File: src/rtl/token_saver.sv
// token_saver: captures a token of up to MAX_DIGITS digit characters after a
// long/short trigger and writes it to a downstream FIFO. Each token is followed
// by SEP_CHAR. A token ends when it is full, on a non-digit (optional), or after
// an inactivity timeout. Digits that arrive while the FIFO is full are lost and
// reported on drop_err. The separator is held back until the FIFO has space.
// Optional feature macro: TOKEN_SAVER_TAG_EN. When it is defined, the block
// writes an "L"/"S" tag character before the digits.
module token_saver #(
    parameter int                DATA_W           = 8,
    parameter int                MAX_DIGITS       = 8,
    parameter logic [DATA_W-1:0] SEP_CHAR         = DATA_W'(8'h20),
    parameter bit                TERM_ON_NONDIGIT = 1'b1,
    parameter int                TIMEOUT          = 255
) (
    input  logic              clk,
    input  logic              rst_n,
    input  logic              en,
    input  logic [DATA_W-1:0] data_in,
    input  logic              is_number,
    input  logic              long,
    input  logic              short,
    input  logic              fifo_full,
    input  logic              clr_err,
    output logic [DATA_W-1:0] data_out,
    output logic              write,
    output logic              busy,
    output logic [7:0]        digit_cnt,
    output logic              drop_err
);

    // Reject parameter values that the counters cannot represent.
    if (MAX_DIGITS < 1 || MAX_DIGITS > 255) begin : g_bad_max_digits
        $error("token_saver: MAX_DIGITS must be in 1..255");
    end
    if (TIMEOUT < 2 || TIMEOUT > 65535) begin : g_bad_timeout
        $error("token_saver: TIMEOUT must be in 2..65535");
    end

    localparam logic [7:0]  MAX_CNT    = 8'(MAX_DIGITS);
    localparam logic [15:0] TIMER_LAST = 16'(TIMEOUT - 1);

`ifdef TOKEN_SAVER_TAG_EN
    localparam logic [DATA_W-1:0] TAG_LONG  = DATA_W'(8'h4C);  // "L"
    localparam logic [DATA_W-1:0] TAG_SHORT = DATA_W'(8'h53);  // "S"

    typedef enum logic [1:0] {
        S_IDLE    = 2'd0,
        S_CAPTURE = 2'd1,
        S_SEP     = 2'd2,
        S_TAG     = 2'd3
    } state_t;
`else
    typedef enum logic [1:0] {
        S_IDLE    = 2'd0,
        S_CAPTURE = 2'd1,
        S_SEP     = 2'd2
    } state_t;
`endif

    state_t            state_q, state_d;
    logic [DATA_W-1:0] data_q, data_d;
    logic              write_q, write_d;
    logic [7:0]        cnt_q, cnt_d;
    logic [15:0]       timer_q, timer_d;
    logic              drop_q, drop_d;
    logic              drop_set;
    logic [7:0]        cnt_inc;
    logic [15:0]       timer_inc;
`ifdef TOKEN_SAVER_TAG_EN
    logic              tag_long_q, tag_long_d;
`endif

    assign cnt_inc   = cnt_q + 8'd1;
    assign timer_inc = (timer_q >= TIMER_LAST) ? TIMER_LAST : timer_q + 16'd1;

    // Next-state and output decode for the capture sequencer.
    always_comb begin
        // NOTE: every signal assigned here gets a default first, so no path leaves it unassigned and no latch is inferred.
        state_d  = state_q;
        data_d   = data_q;
        write_d  = 1'b0;
        cnt_d    = cnt_q;
        timer_d  = timer_q;
        drop_set = 1'b0;
`ifdef TOKEN_SAVER_TAG_EN
        tag_long_d = tag_long_q;
`endif
        if (en) begin
            case (state_q)
                S_IDLE: begin
                    if (long || short) begin
`ifdef TOKEN_SAVER_TAG_EN
                        state_d    = S_TAG;
                        tag_long_d = long;
`else
                        state_d    = S_CAPTURE;
`endif
                        cnt_d   = 8'd0;
                        timer_d = 16'd0;
                    end
                end
`ifdef TOKEN_SAVER_TAG_EN
                S_TAG: begin
                    if (!fifo_full) begin
                        data_d  = tag_long_q ? TAG_LONG : TAG_SHORT;
                        write_d = 1'b1;
                    end else begin
                        drop_set = 1'b1;
                    end
                    state_d = S_CAPTURE;
                end
`endif
                S_CAPTURE: begin
                    if (is_number && !fifo_full) begin
                        data_d  = data_in;
                        write_d = 1'b1;
                        cnt_d   = cnt_inc;
                        timer_d = 16'd0;
                        if (cnt_inc == MAX_CNT) begin
                            state_d = S_SEP;
                        end
                    end else if (is_number) begin
                        drop_set = 1'b1;
                        timer_d  = 16'd0;
                    end else if (TERM_ON_NONDIGIT && cnt_q != 8'd0) begin
                        state_d = S_SEP;
                    end else begin
                        timer_d = timer_inc;
                        if (timer_inc == TIMER_LAST) begin
                            // An empty token is abandoned without a separator.
                            state_d = (cnt_q != 8'd0) ? S_SEP : S_IDLE;
                        end
                    end
                end
                S_SEP: begin
                    if (!fifo_full) begin
                        data_d  = SEP_CHAR;
                        write_d = 1'b1;
                        state_d = S_IDLE;
                    end
                end
                default: state_d = S_IDLE;
            endcase
        end
        // A new drop wins over a clear in the same cycle; clearing ignores en.
        drop_d = drop_set | (drop_q & ~clr_err);
    end

    // State and registered outputs.
    always_ff @(posedge clk or negedge rst_n) begin
        // NOTE: sequential state uses non-blocking assignments so every register samples the pre-edge values.
        if (!rst_n) begin
            state_q <= S_IDLE;
            data_q  <= '0;
            write_q <= 1'b0;
            cnt_q   <= 8'd0;
            timer_q <= 16'd0;
            drop_q  <= 1'b0;
`ifdef TOKEN_SAVER_TAG_EN
            tag_long_q <= 1'b0;
`endif
        end else begin
            state_q <= state_d;
            data_q  <= data_d;
            write_q <= write_d;
            cnt_q   <= cnt_d;
            timer_q <= timer_d;
            drop_q  <= drop_d;
`ifdef TOKEN_SAVER_TAG_EN
            tag_long_q <= tag_long_d;
`endif
        end
    end

    assign data_out  = data_q;
    assign write     = write_q;
    assign busy      = (state_q != S_IDLE);
    assign digit_cnt = cnt_q;
    assign drop_err  = drop_q;

endmodule

File: config.mk
export PLATFORM = sky130hd
export DESIGN_NAME = token_saver
export DESIGN_NICKNAME = d
export VERILOG_FILES = /design/src/rtl/token_saver.sv
export SDC_FILE = /design/constraint.sdc
export NUM_CORES = 1
export LEC_CHECK = 0
export ABC_AREA = 1
export CORE_ASPECT_RATIO = 1.75
export CORE_MARGIN = 2
export CORE_UTILIZATION = 52
export DETAILED_ROUTE_END_ITERATION = 16
export PLACE_DENSITY = 0.79
export SLEW_MARGIN = 20
export SYNTH_ARGS = -nofsm -noshare
export SYNTH_HDL_FRONTEND = slang
export SYNTH_SLANG_ARGS = --single-unit
File: constraint.sdc
create_clock -name clk -period 2.5 [get_ports clk]
set_clock_uncertainty 0.2 [all_clocks]
set_input_delay 0.625 -clock clk [delete_from_list [all_inputs] [get_ports clk]]
set_output_delay 0.625 -clock clk [all_outputs]
set_load 0.02 [all_outputs]
# Word level (Yosys, flattened, before mapping)
# Index checks and enable logic that the tools add are counted.
# Widths: inputs -> output; s select.
# classes
n_eq_ne	11
n_mux	28
add_sub_neg	2
n_bitwise	3
n_reduce_logical	12
order_cmp	1
# op_table
cell	n
$mux 16	5
$mux 8	4
$pmux 16 s2	1
$pmux 8 s2	2
$add 16x1->16 const B	1
$eq 16x8->1 const B	1
$ge 16x8->1 const B	1
$mux 2	7
$reduce_and 4->1	3
$add 8x1->8 const B	1
$eq 8x4->1 const B	1
$ne 4x4->1 const B	2
$reduce_bool 8->1	1
$mux 1	7
$ne 2x2->1 const B	3
$ne 3x3->1 const B	2
$pmux 2 s3	1
$reduce_and 6->1	1
$reduce_bool 2->1	3
$eq 2x1->1 const B	1
$eq 2x2->1 const B	1
$logic_not 2->1	1
$pmux 1 s2	1
$and 1x1->1	1
other kinds (5)	5
# totals
out_inout_bits	19
in_bits	16
wordCells	63
reg_bits	36

# Depth between registers and ports, before layout
# depth
depth_word	8
depth_mapped	13
ltp_nobuf	13

# Worst setup path after synthesis
# No wires, ideal clock.
# synth_path
path_type	register to register
startpoint	reg cnt_q[0] (netlist: digit_cnt[0])
endpoint	reg state_q[0]
path_buffers	0
path_stages_with_launch	12
setup_time_ns	0.116
synth_period_minus_slack_ns	1.806
required_ns	2.184
path_slack_ns	0.694
arrival_time_ns	1.489
cell_sequence	dfrtp_1 -> ha_1 -> nand3_1 -> nand2_1 -> nand2_1 -> nand2_1 -> nor2_1 -> nand4_1 -> a21oi_2 -> nand2_2 -> nand2_1 -> nand2_1
# synth_between
elab_chain_cells	5
word_cells_on_any_way	10
classes_between	add/sub (1); eq/ne (3); mux (4); reduce/logical (2)
# synth_rtl
element	line_no	source
from (decl)	63	logic [7:0] cnt_q, cnt_d;
from (signal assigned)	166	cnt_q <= cnt_d;
branches (longest 5 deep; another with $add 8x1->8)	n/a	
to (signal assigned)	163	state_q <= state_d;
to (decl)	60	state_t state_q, state_d;
# Several ways; the timed one is not identified. The select of a mux whose other input is x is not followed.
# A chain may end at the register's enable or synchronous reset.

# Worst setup path after layout
# layout_path
startpoint	reg cnt_q[2] (netlist: digit_cnt[2])
endpoint	out digit_cnt[2]
# layout_rtl
element	line_no	source
to (decl)	27	output logic [7:0] digit_cnt,
# No word-level cell between the ends.

==> flow_metrics.env <==
export IMPL_clock_sinks=36
export IMPL_io_pins=35
export IMPL_die_w_um=50.73
export IMPL_cts_resized=0
export IMPL_drcViolationCount=0
export IMPL_synth_common_cells="54 x nand2_1, 37 x inv_1, 36 x dfrtp_1, 33 x nor2_1, 23 x nand3_1"
export IMPL_grt_pass1_vias=1749
export IMPL_cts_root_buf="clkbuf_8"
export IMPL_path_class="flip-flop to output port"
export IMPL_yosysSeqAreaShare=0.4534
export IMPL_rows=29
export IMPL_ys_warn_count=0
export IMPL_clk_transition_reported_paths_ns=0.08
export IMPL_drive_above_1_share=0.09571
export IMPL_crit_required_ns=1.67
export IMPL_finalMaxSlewViolations=0
export IMPL_clk_latency_ns=0.29
export IMPL_detailed_place_hpwl_mm=3.259
export IMPL_critPathBufInv=1
export IMPL_grt_max_degree=37
export IMPL_start_kind="flip-flop"
export IMPL_setup_violations=0
export IMPL_yosys_area_top_type_share=0.4534
export IMPL_avgViaCountPerCell=5.140
export IMPL_worstPathCellList="clkdlybuf4s50_1"
export IMPL_fin_crit_ns=2.272
export IMPL_final_nets=325
export IMPL_cellLeakagePower_nw=1.124
export IMPL_maxCapViolations=0
export IMPL_ys_flop_type="dfrtp_1"
export IMPL_fin_crit_sh=0.9090
export IMPL_hold_violations=0
export IMPL_htreeDepth=2
export IMPL_wire_per_inst_um=12.19
export IMPL_cts_tree="built"
export IMPL_yosysUniqueCellTypes=24
export IMPL_arrival_ns=1.45
export IMPL_wl_mm=4.255
export IMPL_cp_top_family="buffers and inverters"
export IMPL_ys_async_sr_fraction=1.000
export IMPL_hold_buffers=0
export IMPL_worst_pin_slew_ns=0.4693
export IMPL_final_setup_tns_ns=0
export IMPL_syn_nets=284
export IMPL_syn_to_final_growth_pct=24.81
export IMPL_worst_path_max_delay_cell="clkdlybuf4s50_1"
export IMPL_synth_edf_count=0
export IMPL_via_count=1794
export IMPL_overflow=0
export IMPL_hp_class="flip-flop to flip-flop"
export IMPL_first_pass_iters=5
export IMPL_die_h_um=85.77
export IMPL_cts_max_path_buffers=2
export IMPL_postSynthCellCount=261
export IMPL_antenna_cells=0
export IMPL_synth_area_leaders="dfrtp_1 45%, nand2_1 10%, inv_1 7.0%"
export IMPL_cp_slowest_stage_delay_ns=0.66
export IMPL_cp_end_kind="output port"
export IMPL_ir_worst_vdd_mv=0.6311
export IMPL_max_freq_mhz=440.0
export IMPL_rsz0062_at_grt="false"
export IMPL_gp_congestion=0.8927
export IMPL_path_max_fanout=8
export IMPL_synth_most_common_cell="nand2_1"
export IMPL_syn_area_per_cell_um2=7.613
export IMPL_powerDensity_mw_per_mm2=796.5
export IMPL_drtAntennaViolNets=0
export IMPL_grtUsageTotal=0.2213
export IMPL_antenna_found_initial=0
export IMPL_grt_first_pass_wirelength_mm=7.424
export IMPL_start_util=0.5476
export IMPL_hold_slack_ns=0.2939
export IMPL_core_area_mm2=0.003628
export IMPL_dieArea_mm2=0.004351
export IMPL_drt_initial_drc_count=47
export IMPL_cts_setup_buffers=0
export IMPL_synth_seq_cells=36
export IMPL_cts_buffers_inserted=5
export IMPL_io_buffers=34
export IMPL_status="completed"
export IMPL_netlist_area_mm2=0.001987
export IMPL_slew_headroom=0.6871
export IMPL_synth_top_cell_by_area="dfrtp_1"
path summary, 6_finish.rpt:
check | start | to | slack, ns | depth (start not counted)
min in group asynchronous | rst_n | timer_q[15]$_DFFE_PN0P_ | 0.54 | 2
hold reg to reg | timer_q[15]$_DFFE_PN0P_ | timer_q[15]$_DFFE_PN0P_ | 0.29 | 2
hold / removal | timer_q[15]$_DFFE_PN0P_ | timer_q[15]$_DFFE_PN0P_ | 0.29 | 2
max in group asynchronous | rst_n | digit_cnt[4]$_DFFE_PN0P_ | 1.21 | 2
setup reg to reg | state_q[1]$_DFFE_PN0P_ | digit_cnt[0]$_DFFE_PN0P_ | 0.53 | 7
setup / recovery | digit_cnt[2]$_DFFE_PN0P_ | digit_cnt[2] | 0.23 | 1
metrics by stage:
step	setup slack [ns]	instances	power, W	instance area (µm²)	utilization
floorplan	0.6942	261	0.001265	1987	-
global placement	0.2165	341	0.001570	2390	0.6586
detailed placement	0.1908	341	0.001586	2390	0.6586
CTS	0.01476	349	0.002002	2477	0.6828
global route	0.1868	349	0.002102	2480	0.6834
finish	0.2275	349	0.001975	2480	0.6834
layout by cell type, fill, tap and decap left out:
master,count
a21oi_1,6
a21oi_2,2
buf_4,3
clkbuf_8,5
clkdlybuf4s50_1,33
clkinv_1,1
clkinv_2,2
clkinv_4,1
dfrtp_1,36
dlymetal6s2s_1,1
ha_1,7
inv_1,37
inv_2,2
nand2_1,54
nand2_2,8
nand3_1,23
nand3_2,2
nand3b_1,2
nand4_1,5
nor2_1,33
nor2_2,4
nor3_1,3
nor4_1,2
o21ai_0,13
o21ai_1,9
o21bai_1,1
o22ai_1,6
xnor2_1,2
flip-flops by register name, summed over array words and instances, names as in the netlist:
signal,flops
data_out,8
digit_cnt,8
drop_err,1
state_q,2
timer_q,16
write,1
report_power, final:
part	switching, W	leakage, nW	internal [W]
Clock	0.000215	0.0479	0.000194
Sequential	0.0000828	0.485	0.000685
Combinational	0.000473	0.592	0.000326
metal layers:
layer / GRT usage / share of wire
met2: 0.4079 / 0.54
met1: 0.2494 / 0.41
met5: 0 / 0
met4: 0.08354 / 0.019
met3: 0.03484 / 0.032
logic make-up after synthesis:
logic type	count (synthesis)	share of synthesized area
AO/OA/AOI/OAI	37	0.1020
AND/OR/NAND/NOR	136	0.3073
buffers and inverters	43	0.08438
flip-flops	36	0.4534
adder cells (fa/ha/maj)	7	0.04408
XOR/XNOR	2	0.008818
layout make-up:
class                   count  area [µm²]
fillers                   325        1149
multi-input cells         182       918.4
flip-flops and latches     36       900.9
repair buffers             37       365.4
inverters                  40       150.1
clock buffers               5       68.82
well taps                  46       57.56
clock inverters             3       18.77
Power figures use the tool's default switching activity.
